===== src/rtl/cam_ctrl_16.sv =====
// cam_ctrl_16: lookup/insert controller for a 16-entry CAM (optional stats via CAM_CTRL_STATS_EN)
module cam_ctrl_16 #(
  parameter int DATA_SIZE = 19
) (
  input  logic                 clk,
  input  logic                 rst,
  input  logic                 req_valid,
  output logic                 req_ready,
  input  logic [DATA_SIZE-1:0] req_key,
  input  logic                 req_insert,
  input  logic                 inv_all,
  output logic                 rsp_valid,
  input  logic                 rsp_ready,
  output logic                 rsp_hit,
  output logic [3:0]           rsp_idx,
  output logic [DATA_SIZE-1:0] rsp_data,
  output logic [15:0]          cam_we,
  output logic [3:0]           cam_addr,
  output logic [DATA_SIZE-1:0] cam_wdata,
  output logic [DATA_SIZE-1:0] cam_rdata0,
  input  logic [15:0]          cam_hit0,
  input  logic [DATA_SIZE-1:0] cam_data,
  output logic [15:0]          stat_hits,
  output logic [15:0]          stat_misses
);
  typedef enum logic [1:0] {IDLE, SEARCH, WRITE, RESP} state_t;
  state_t state, state_n;
  logic [15:0] valid, mhit;
  logic [3:0] rr_ptr, hit_idx, free_idx;
  logic [DATA_SIZE-1:0] key_q;
  logic ins_q;
  assign mhit       = cam_hit0 & valid;
  assign req_ready  = state == IDLE;
  assign rsp_valid  = state == RESP;
  assign cam_we     = (state == WRITE) ? 16'd1 << rsp_idx : 16'd0;
  assign cam_addr   = rsp_idx;
  assign rsp_data   = cam_data;
  assign cam_wdata  = key_q;
  assign cam_rdata0 = key_q;
  // lowest matching entry and lowest free entry
  always_comb begin
    hit_idx  = '0;
    free_idx = '0;
    for (int i = 15; i >= 0; i--) begin
      if (mhit[i]) hit_idx = 4'(i);
      if (!valid[i]) free_idx = 4'(i);
    end
  end
  // state register
  always_ff @(posedge clk or posedge rst)
    if (rst) state <= IDLE;
    else state <= state_n;
  // next-state logic
  always_comb begin
    state_n = state;
    case (state)
      IDLE:    state_n = req_valid ? SEARCH : IDLE;
      SEARCH:  state_n = (|mhit || !ins_q) ? RESP : WRITE;
      WRITE:   state_n = RESP;
      RESP:    state_n = rsp_ready ? IDLE : RESP;
      default: state_n = IDLE;
    endcase
  end
  // request capture, search result, victim choice and valid bits
  always_ff @(posedge clk or posedge rst) begin
    if (rst) begin
      key_q   <= '0;
      ins_q   <= 1'b0;
      rsp_hit <= 1'b0;
      rsp_idx <= '0;
      rr_ptr  <= '0;
      valid   <= '0;
    end else begin
      if (state == IDLE && req_valid) begin
        key_q <= req_key;
        ins_q <= req_insert;
      end
      if (state == SEARCH) begin
        rsp_hit <= |mhit;
        rsp_idx <= |mhit ? hit_idx : !ins_q ? 4'd0 : &valid ? rr_ptr : free_idx;
        if (!(|mhit) && ins_q && &valid) rr_ptr <= rr_ptr + 4'd1;
      end
      valid <= inv_all ? 16'd0 : (state == WRITE) ? valid | (16'd1 << rsp_idx) : valid;
    end
  end
`ifdef CAM_CTRL_STATS_EN
  // saturating hit/miss counters, one count per search
  always_ff @(posedge clk or posedge rst) begin
    if (rst) begin
      stat_hits   <= '0;
      stat_misses <= '0;
    end else if (state == SEARCH) begin
      if (|mhit) stat_hits <= stat_hits + 16'(stat_hits != 16'hFFFF);
      else stat_misses <= stat_misses + 16'(stat_misses != 16'hFFFF);
    end
  end
`else
  assign stat_hits   = 16'h0;
  assign stat_misses = 16'h0;
`endif
endmodule


===== config.mk =====
export PLATFORM = sky130hd
export DESIGN_NAME = cam_ctrl_16
export DESIGN_NICKNAME = d
export VERILOG_FILES = /design/src/rtl/cam_ctrl_16.sv
export SDC_FILE = /design/constraint.sdc
export NUM_CORES = 1
export LEC_CHECK = 0
export CORE_MARGIN = 5
export CORE_UTILIZATION = 34
export CTS_BUF_LIST = sky130_fd_sc_hd__clkbuf_4 sky130_fd_sc_hd__clkbuf_8 sky130_fd_sc_hd__clkbuf_16
export DETAILED_ROUTE_END_ITERATION = 10
export MAX_ROUTING_LAYER = met4
export PLACE_DENSITY_LB_ADDON = 0.05
export SLEW_MARGIN = 15
export SYNTH_ARGS = -nofsm -noshare
export SYNTH_HDL_FRONTEND = slang
export SYNTH_SLANG_ARGS = --single-unit

===== constraint.sdc =====
create_clock -name clk -period 1.8 [get_ports clk]
set_clock_uncertainty 0.05 [all_clocks]
set_input_delay 0.36 -clock clk [delete_from_list [all_inputs] [get_ports clk]]
set_output_delay 0.36 -clock clk [all_outputs]
set_load 0.005 [all_outputs]

# --- Word level (Yosys, flattened, before mapping) ---
# Index checks and enable logic that the tools add are counted.
word_totals:
  ff_bits: 47
  inputBits: 60
  output_inout_bits: 116
  wordCells: 67
op_classes:
  n_addsub: 1
  eq_ne: 3
  shifts: 1
  mux: 42
  n_bitwise: 2
  reduce_logical: 11
ops:
  columns: ["cell", "count"]
  rows:
  - ["two-way mux 4 bit", 35]
  - ["two-way mux 16 bit", 3]
  - ["AND 16 bit", 1]
  - ["OR 16 bit", 1]
  - ["AND reduction 16 bit", 1]
  - ["OR reduction 16 bit", 1]
  - ["left shift 1 x 4 -> 16 bit (first input constant)", 1]
  - ["one-hot mux 2 bit (4 select lines)", 1]
  - ["adder 4 x 1 -> 4 bit (second input constant)", 1]
  - ["== test 2 bit (second input constant)", 2]
  - ["logical AND 1 bit", 3]
  - ["== test 2 x 1 -> 1 bit (second input constant)", 1]
  - ["logical NOT 1 bit", 2]
  - ["logical NOT 2 bit", 1]
  - ["two-way mux 1 bit", 2]
  - ["two-way mux 2 bit", 1]
  - ["AND reduction 2 bit", 1]
  - ["nonzero test 2 bit", 1]
  - ["logical OR 1 bit", 1]

# --- Logic depth before layout (Yosys ltp) ---
# Gate-level depths: netlist (run 1).
logic_depth:
  ltp_word: 19
  ltp_mapped: 7
  ltp_nobuf: 6

# --- Worst setup path after synthesis (run 1) ---
# OpenSTA, ideal clock, no wires.
synth_path:
  kind: "register to register"
  startpoint: "register valid[7]"
  endpoint: "register rr_ptr[1]"
  setup_time_ns: 0.127
  arrival_ns: 1.622
  required_time_ns: 1.623
  setup_slack_ns: 0.001
  path_stages_with_launch: 7
  n_path_buf: 1
  synth_period_minus_slack_ns: 1.799
  cell_sequence: "dfrtp_1 -> buf_6 -> a22oi_2 -> nand4_2 -> nor3_2 -> and4_4 -> mux2_1"
synth_via:
  elab_chain_cells: 6
  word_cells_on_any_way: 7
  classes_between: "1 x bitwise; 6 x reduce/logical"
synth_rtl:
  columns: ["item", "line", "text"]
  rows:
  - ["start: declaration", "28", "logic [15:0] valid, mhit;"]
  - ["start signal: assignment", "83", "valid <= inv_all ? 16'd0 : (state == WRITE) ? valid | (16'd1 << rsp_idx) : valid;"]
  - ["AND 16 bit", "32", "assign mhit = cam_hit0 & valid;"]
  - ["OR reduction 16 bit", "81", "if (!(|mhit) && ins_q && &valid) rr_ptr <= rr_ptr + 4'd1;"]
  - ["logical NOT 1 bit", "81", null]
  - ["logical AND 1 bit", "81", null]
  - ["logical AND 1 bit (*)", "81", null]
  - ["AND reduction 2 bit (no line) (*)", null, null]
  - ["end signal: assignment", "81", null]
  - ["end: declaration", "29", "logic [3:0] rr_ptr, hit_idx, free_idx;"]
# Mark *: on every way between the ends. The rest lies on a longest branch, timed or not.
# A chain may end at the register's enable or synchronous reset.

# --- Worst setup path in the final report (run 1) ---
layout_path:
  startpoint: "register state[0]"
  endpoint: "output cam_we[11]"
layout_via:
  elab_chain_cells: 2
layout_rtl:
  columns: ["item", "line", "text"]
  rows:
  - ["start: declaration", "27", "state_t state, state_n;"]
  - ["start signal: assignment", "52", "else state <= state_n;"]
  - ["== test 2 bit", "35", "assign cam_we = (state == WRITE) ? 16'd1 << rsp_idx : 16'd0;"]
  - ["two-way mux 16 bit", "35", null]
  - ["end: declaration", "17", "output logic [15:0] cam_we,"]
# Every way passes these cells.

==> run metrics, run 1 <==
status complete, but fails checks; failing checks setup timing; Yosys Warn Count 0; DP Area 0.00411 sq mm; cells after synthesis 313; Max Root-Sink Buffers 2; Overall Global Routing Usage 0.168; clock sink count 47; H-tree levels 2; Cell variety after synth 50; GR Util met1 0.223; CP Capture Type primary output; Final HPWL DP 6540 um; WP data required 1390 ps; Cell Count Post-Placement 534; initial antenna violation count 0; Post-Layout Cell Count 568; routed len/inst 15.5 um; CTS tree built; Core Area 0.00859 sq mm; Mapped Area 0.00294 sq mm; CP startpoint kind flip-flop; Final Cell Area 0.00462 sq mm; setup_tns -1280 ps; layout cells sized above 1 0.389; DRT iter0 DRCs 143; LEAKAGE 2.21 nW; Setup CP Type flip-flop to primary output; final worst slack -158 ps; largest stage delay on the critical path 390 ps; GRT overflow 0; CP delay by family, top buffers and inverters; Die ar. 0.0106 sq mm; XOR/XNOR Fraction of Synth Area 0.00892; Seq/Total Area, Yosys 0.399; Reg-to-Reg Start valid[0]; Synth Area in Compound Gates 0.110; Die Wd 103 um; ys flop type dfrtp_1; fmax 0.511 GHz; IO buf count 105; Initial Util 0.343; P&R area growth vs syn 56.8%; Root Driver clkbuf_8; hold crit path type primary input to asynchronous set/reset pin; critical path's slowest cell dfrtp_1; cts bufs inserted 5; Synth Area in Simple Gates 0.182; Finish-stage setup viols 16; commonest non-fill, non-tap cells in the layout 77 x buf_4, 71 x clkdlybuf4s50_1, 43 x dfrtp_1; diode count 0; fraction of the mapped netlist area in adder cells 0.00425; GRT busiest layer met2; DR pass1 iterations 4; Slew Viols, Final 0; grt met2 use 0.266; clock period minus final worst setup slack 1960 ps; DRC viols 0; via count 2,665; worst vdd ir 0.705 mV; crit path cell chain buf_4 -> nand4b_1 -> buf_6 -> buf_4 -> nor2_4 -> buf_2; Power Density 1150 mW/mm^2; pin count of the biggest net entering global routing 48; Std-Cell Rows 34; Nets 520; first-pass GRT wire length 13,400 um; r2r setup slk -30 ps; Yosys reg bits 47; critical path data arrival time 1550 ps; final hold violation count 0; fin crit share 1.09; most common cell after layout, fill and taps aside buf_4; Post-synth EDFFs 0; post-route ant nets 0; vias in the first global route 2,699; unrepaired setup endpoints after global routing true; io pins 176; Critical path buffers and inverters 4; CP max FO 8; cell repeated most along the worst path buf_4; RePlAce Congestion 0.848; GR Layer Usage met3 0.0352; clk_lat worst skew 310 ps; Max Cap Viol 0; die height 103 um; final WL 8830 um; largest family of logic cells by synthesized area buffers and inverters; Avg Cell Area, Syn 9.41 sq um; clock slew at reported path FFs 100 ps; fraction of registers with async set or reset after synthesis 1.00; R2R Path End rr_ptr[1]; vias per inst 4.69; mux cell area share after synthesis 0.0803; r2r worst-path depth 5
routing by layer:
layer / vias up / wire length [um]
met5: - / 0
met4: 0 / 86
met3: 10 / 670
met2: 120 / 4230
met1: 1275 / 3840
li1: 1260 / -
timing repair:
item / 4_1_cts / 5_1_grt
pin swaps: 15 / 21
buffers inserted: 16 / 10
gates resized for setup: 114 / 34
setup endpoints to repair: 28 / 30
gates cloned: 0 / 0
hold buffers: 0 / 0
cell families (layout without fill, tap and decap cells):
logic type | after synthesis | in the layout
AO/OA/AOI/OAI | 42 | 42
XOR/XNOR | 3 | 3
adder cells (fa/ha/maj) | 1 | 1
buffers and inverters | 89 | 205
flip-flops | 47 | 47
multiplexers | 21 | 21
other | 1 | 32
AND/OR/NAND/NOR | 109 | 109
stage by stage:
step | setup slack [ps] | util | total power [W] | hold WS, ps
after floorplan | 0.681 | - | 0.00290 | 397
after global placement | -398 | 0.479 | 0.00423 | 432
after detailed placement | -453 | 0.479 | 0.00423 | 436
after CTS | -224 | 0.517 | 0.00519 | 364
after global routing | -240 | 0.537 | 0.00567 | 378
final | -158 | 0.537 | 0.00530 | 349
Yosys cell counts, types with 2 or more instances:
cell      count  area [sq um]
mux2_2       20           225
xnor2_1       2          17.5
clkbuf_1      3          11.3
nor2_1       51           191
a22oi_1       3          22.5
and2_1        2          12.5
buf_4        74           556
buf_2         3          15.0
buf_6         2          22.5
nand4_1       6          37.5
nand4_2       2          25.0
o21ai_0       8          40.0
nand2b_1      6          37.5
nor3_1        8          40.0
a31oi_1       3          18.8
dfrtp_1      47          1180
a22oi_2       3          37.5
nand2_1      21          78.8
a32o_1        2          20.0
a32oi_1       2          17.5
nor2b_1       4          25.0
inv_1         6          22.5
a311oi_1      2          17.5
a21oi_1       7          35.0
flip-flops by register name, summed over array words and instances (netlist names):
| name | flops |
|---|---|
| rsp_hit | 1 |
| cam_addr | 4 |
| cam_rdata0 | 19 |
| valid | 16 |
| state | 2 |
| ins_q | 1 |
| rr_ptr | 4 |
worst max path at each step:
stage                startpoint         end  slack (ps)  cells past startpoint
floorplan              valid[7]   rr_ptr[1]         0.7                      6
global placement    cam_hit0[6]   rr_ptr[1]        -400                      6
detailed placement  cam_hit0[6]   rr_ptr[1]        -450                      6
CTS                    state[0]   cam_we[0]        -220                      4
global route           state[0]   cam_we[0]        -240                      4
finish                 state[0]  cam_we[11]        -160                      6
worst register-to-register path, stage by stage, from the launching register on:
cell	delay, ps
dfrtp_1	440
a22oi_2	300
nand4_4	180
nor3_4	180
and4_4	280
mux2_4	300
layout make-up:
class | count | area, sq um
clock buffer | 5 | 68.8
clock inverter | 3 | 20.0
fill | 791 | 3980
inverter | 6 | 22.5
multi-input combinational | 208 | 1480
sequential | 47 | 1180
tap | 108 | 135
timing repair buffer | 191 | 1710
power by group:
group          leakage (nW)  switching [W]  internal [W]  total (W)
Clock                0.0402       0.000381      0.000271   0.000652
Combinational          1.57        0.00115       0.00182    0.00297
Sequential            0.599       0.000303       0.00138    0.00168
Total                  2.21        0.00183       0.00347    0.00530
Power figures use the tool's default switching activity.
==> run 2: changes to the inputs <==
==> constraint.sdc (replaced) <==
create_clock -name clk -period 1.8 [get_ports clk]
set_clock_uncertainty 0.05 [all_clocks]
set_input_delay 0.27 -clock clk [delete_from_list [all_inputs] [get_ports clk]]
set_output_delay 0.27 -clock clk [all_outputs]
set_load 0.005 [all_outputs]
==> run 2 against run 1 <==
Against the previous run: the flow still finishes with violations (setup timing); critical path depth decreased by 1; sequential power about the same; final area decreased by 3.0%; clock-buffer cell count unchanged; sequential share of layout area increased by 0.81 points; highest routed layer unchanged.
==> run metrics, run 2 (same netlist as run 1, synthesis figures left out) <==
status complete, but fails checks; failing checks setup timing; worst vdd ir 0.687 mV; Overall Global Routing Usage 0.163; final WL 8500 um; Std-Cell Rows 34; Max Root-Sink Buffers 2; post-route ant nets 0; WP data required 1480 ps; register area 0.00118 sq mm; final worst slack -138 ps; Final Cell Area 0.00448 sq mm; CP startpoint kind flip-flop; crit path cell chain nand2b_4 -> or3_4 -> buf_6 -> nor3_4 -> buf_2; Initial Util 0.343; DRC viols 0; die height 103 um; final hold violation count 0; Comb pwr share 0.541; hold buffers post-CTS 0; io pins 176; most common cell after layout, fill and taps aside clkdlybuf4s50_1; hold crit path type primary input to asynchronous set/reset pin; Root Driver clkbuf_8; initial antenna violation count 0; P&R area growth vs syn 52.2%; Final HPWL DP 6440 um; Reg-to-Reg Start valid[9]; diode count 0; worst slack, placed -358 ps; fin crit share 1.08; H-tree levels 2; clock period minus final worst setup slack 1940 ps; DRT iter0 DRCs 97; clk_lat worst skew 300 ps; clock sink count 47; Sw Ratio 0.328; Setup CP Type flip-flop to primary output; DP Area 0.00411 sq mm; Max Cap Viol 0; Nets 509; commonest non-fill, non-tap cells in the layout 88 x clkdlybuf4s50_1, 69 x buf_4, 42 x dfrtp_1; switching pwr 0.00173 W; unrepaired setup endpoints after global routing true; IO buf count 105; setup_tns -1020 ps; Power Density 1180 mW/mm^2; first-pass GRT wire length 12,900 um; r2r setup slk 50 ps; worst setup path start state[0]; routed len/inst 15.3 um; via count 2,595; CP endpoint cam_we[0]; clock slew at reported path FFs 90 ps; CP Capture Type primary output; vias per inst 4.67; layout cells sized above 1 0.359; GRT overflow 0; total chip power 0.00528 W; LEAKAGE 2.01 nW; Multi-input gate area 0.00142 sq mm; Core Area 0.00859 sq mm; vias in the first global route 2,591; CP max FO 3; # fillers 778; internal power component 0.00355 W; Finished Core Util 0.521; Die ar. 0.0106 sq mm; R2R Path End rr_ptr[1]; critical path data arrival time 1620 ps; DR pass1 iterations 4; Slew Viols, Final 0; fmax 0.516 GHz; Finish-stage setup viols 15; pin count of the biggest net entering global routing 48; r2r worst-path depth 4; Flop pwr share 0.314; critical path's slowest cell dfrtp_1; RePlAce Congestion 0.848; Largest register FFs 19; largest stage delay on the critical path 380 ps; Clock power frac 0.145; Die Wd 103 um; cts bufs inserted 5; CTS tree built
==> run 2: metal layers <==
| metal | part of all wire | vias up | GRT usage |
|---|---|---|---|
| met1 | 0.45 | 1243 | 0.218 |
| met2 | 0.47 | 109 | 0.252 |
| met3 | 0.077 | 5 | 0.0359 |
| met4 | 0.0068 | 0 | 0.0388 |
| li1 | - | 1238 | - |
| met5 | 0 | - | - |
==> run 2: through the flow <==
step	hold WS (ps)	instances
after floorplan	337	344
after global placement	434	533
after detailed placement	438	533
after CTS	284	555
after global routing	302	556
final	267	556
==> run 2: how the worst min path moves through the flow <==
stage	startpoint	endpoint	slack, ps	depth (start not counted)
6_report	rst	cam_rdata0[5]	270	3
5_1_grt	rst	cam_rdata0[5]	300	3
4_1_cts	rst	cam_rdata0[1]	280	3
3_5_place_dp	rsp_hit	rsp_hit	440	2
3_3_place_gp	rsp_hit	rsp_hit	430	2
2_1_floorplan	req_insert	ins_q	340	2
==> run 2: worst max-delay path, delay by kind of cell, from the launching register on <==
kind | cells | cell delay, ps
buffers and inverters | 2 | 290
flip-flops | 1 | 380
AND/OR/NAND/NOR | 3 | 640
==> run 2: repair_timing <==
item,in CTS,in global routing
resized for setup,99,12
endpoints found under the setup margin,21,24
setup buffers,15,1
pin swaps,7,18
==> run 2: cell type report <==
class | instances | share of cell area
Tap cell | 108 | 0.0302
Timing Repair Buffer | 180 | 0.361
Clock buffer | 5 | 0.0154
Sequential cell | 47 | 0.264
Clock inverter | 2 | 0.00838
Multi-Input combinational cell | 208 | 0.316
Inverter | 6 | 0.00503
==> run 2: power groups by stage <==
stage	clock network (W)	registers [W]	logic [W]
after floorplan	0	0.00166	0.00124
after global placement	0	0.00168	0.00253
after detailed placement	0	0.00167	0.00254
after CTS	0.000793	0.00166	0.00284
after global routing	0.000838	0.00171	0.00309
final	0.000767	0.00166	0.00286
==> RTL edit (flow settings as in run 2) <==
The parameter `DATA_SIZE` goes from 19 to 38.
--- a/src/rtl/cam_ctrl_16.sv
+++ b/src/rtl/cam_ctrl_16.sv
@@ -2,3 +2,3 @@
 module cam_ctrl_16 #(
-  parameter int DATA_SIZE = 19
+  parameter int DATA_SIZE = 38
 ) (
Ports: changed (5 resized); port bits go from 176 to 271. The function was not compared with the original's and may differ.
==> RTL edit against run 2 <==
- the run still ends with setup timing left
- power increased by 47%
- worst setup slack improved by 0.016 ns
- core utilization increased by 3.4 points
- combinational power increased by 21%
- sequential cell count increased by 19
- via count increased by 27%
- critical path depth unchanged
- first-iteration DRC count increased by 25%
- hold slack improved by 0.057 ns
- sequential power increased by 45%
- design area increased by 41%
- synthesized area increased by 34%
- wire length increased by 35%
==> RTL edit: results (changes against run 2) <==
Parameter                              Value

Outcome
  Result of the run    finished with violations
  Violated checks    setup timing

Worst setup path
  Endpoint arrival time on the critical path    1.60 ns (-0.02 ns)
  Critical Path Max Stage Delay    0.40 ns (+0.02 ns)
  Worst setup slack for register-to-register paths    -0.03 ns (-0.08 ns)
  Maximum fanout count along the critical path    4 (+1)
  Launching point of the worst reg2reg path    state[0]$_DFF_PP0_
  Reg-to-reg critical path endpoint    valid[2]$_DFFE_PP0P_
  Reg2Reg Depth    14 (+10)
  End of the critical path    cam_we[5]

Logic synthesis
  Most instantiated cells after synthesis    114 x sky130_fd_sc_hd__buf_4, 66 x sky130_fd_sc_hd__dfrtp_1, 53 x sky130_fd_sc_hd__nor2_1
  Post-Synth XOR/XNOR Area    0.006682 (-0.002243)
  Mux contribution to synthesized area    0.1145 (+0.03422)
  Adder and majority cell fraction of the synthesized area    0.003182 (-0.001068)
  Distinct cell type count of the synthesized netlist    44 (-12%)
  Portion of the post-synthesis area used by sequential elements    0.4200 (+0.02049)
  Post-synthesis compound-gate area fraction    0.08081 (-0.02883)
  Share of flip-flops with an asynchronous set or reset after synthesis    1.000 (unchanged)
  Cells taking the most area after synthesis    sky130_fd_sc_hd__dfrtp_1 42%, sky130_fd_sc_hd__buf_4 22%, sky130_fd_sc_hd__mux2_2 11%, sky130_fd_sc_hd__nor2_1 5.1%, sky130_fd_sc_hd__nand2_1 3.0%

Power and ir drop
  Leakage Power    2.851 nW (+42%)
  Net switching fraction of the power    0.2789 (-0.04923)
  Total sequential power    2.41 mW (+45%)
  Power in the clock group    1.89 mW (+150%)
  Power per cell area    1230 nW/um^2 (+4.4%)
  Worst-case vdd ir drop    0.7365 mV (+7.3%)

Global route
  GRT Resource Usage Total    0.1618 (-0.0008760)
  Maximum number of pins on one net before global-route repair    67 (+40%)
  Global-route wire length before repair    17750 um (+38%)
  Vias in the first global route    3389 (+31%)

Finish
  Number of nets in the final layout    678 (+33%)
  Filler Cells Inserted    1038 (+33%)
  Number of flip-flops under the largest register name    38 (+19)
  Final antenna diode count    0 (unchanged)
  Layout cells sized above 1    0.3955 (+0.03617)

Timing
  Worst-case setup margin in the final layout    -0.1226 ns (+0.01550 ns)
  Setup violation total in the final timing report    18 (+3)

Placement
  Worst slack after detailed placement    -0.3951 ns (-0.03705 ns)
  Placer congestion estimate    0.8870 (+4.6%)
  Post-place instance area    5455 sq um (+33%)
  HPWL Detailed    8656 um (+34%)
  Count of buffers inserted at the top-level ports    162 (+54%)

Hold path
  Worst min-delay path class    in -> async

Drt
  Number of vias per cell after detailed routing    4.538 (-2.8%)
  Iter 0 DRT Violations    121 (+25%)
  Wirelength per Cell    15.82 um (+3.5%)

CTS
  Clk root buf    sky130_fd_sc_hd__clkbuf_16
  Inserted Clock Buffers    9 (+4)
  Clock insertion delay at the later pin of the skew report    0.33 ns (+0.03 ns)
  Clock transition at the register clock pins on the worst setup and hold paths after CTS    0.06 ns (-0.03 ns)
  Count of H-tree levels built during CTS    3 (+1)
## RTL edit: routing by layer
layer	vias up	GRT usage	wire length, um
li1	1575	-	-
met1	1544	0.1800	4443
met2	131	0.2748	5816
met3	49	0.03075	790
met4	0	0.08530	450
met5	-	-	0
## RTL edit: per-stage QoR
step,cells,hold slack (ns),setup TNS (ns),power [mW]
final,727,0.3235,-0.9465,7.764
after global routing,727,0.3896,-2.181,8.206
after CTS,722,0.3612,-1.541,7.821
after detailed placement,673,0.4259,-4.703,5.678
after global placement,673,0.4216,-4.665,5.637
after floorplan,426,0.3640,0,3.991
## RTL edit: area by class of cell
| class | count | share of cell area |
|---|---|---|
| clock buffer | 10 | 0.03688 |
| clock inverter | 6 | 0.01448 |
| inverter | 4 | 0.002974 |
| multi-input combinational | 232 | 0.2699 |
| sequential | 66 | 0.2625 |
| tap | 143 | 0.02836 |
| timing repair buffer | 266 | 0.3849 |
## RTL edit: cell families (layout without fill, tap and decap cells)
logic type / Yosys count / in the layout
buffers and inverters: 128 / 286
AND/OR/NAND/NOR: 114 / 114
flip-flops: 66 / 66
AO/OA/AOI/OAI: 42 / 42
multiplexers: 40 / 40
XOR/XNOR: 3 / 3
adder cells (fa/ha/maj): 1 / 1
other: 1 / 32
## RTL edit: timing repair
action                     in CTS  in global routing
hold buffers                    0                  0
setup endpoints to repair      26                 63
setup buffers                  35                  6
pin swaps                      17                 12
cloned                          0                  1
resized for setup             132                 19
## RTL edit: tightest hold or removal path: stages
cell and delay, ns:
sky130_fd_sc_hd__clkdlybuf4s50_1 0.44, sky130_fd_sc_hd__clkinvlp_4 0.10, sky130_fd_sc_hd__buf_12 0.29
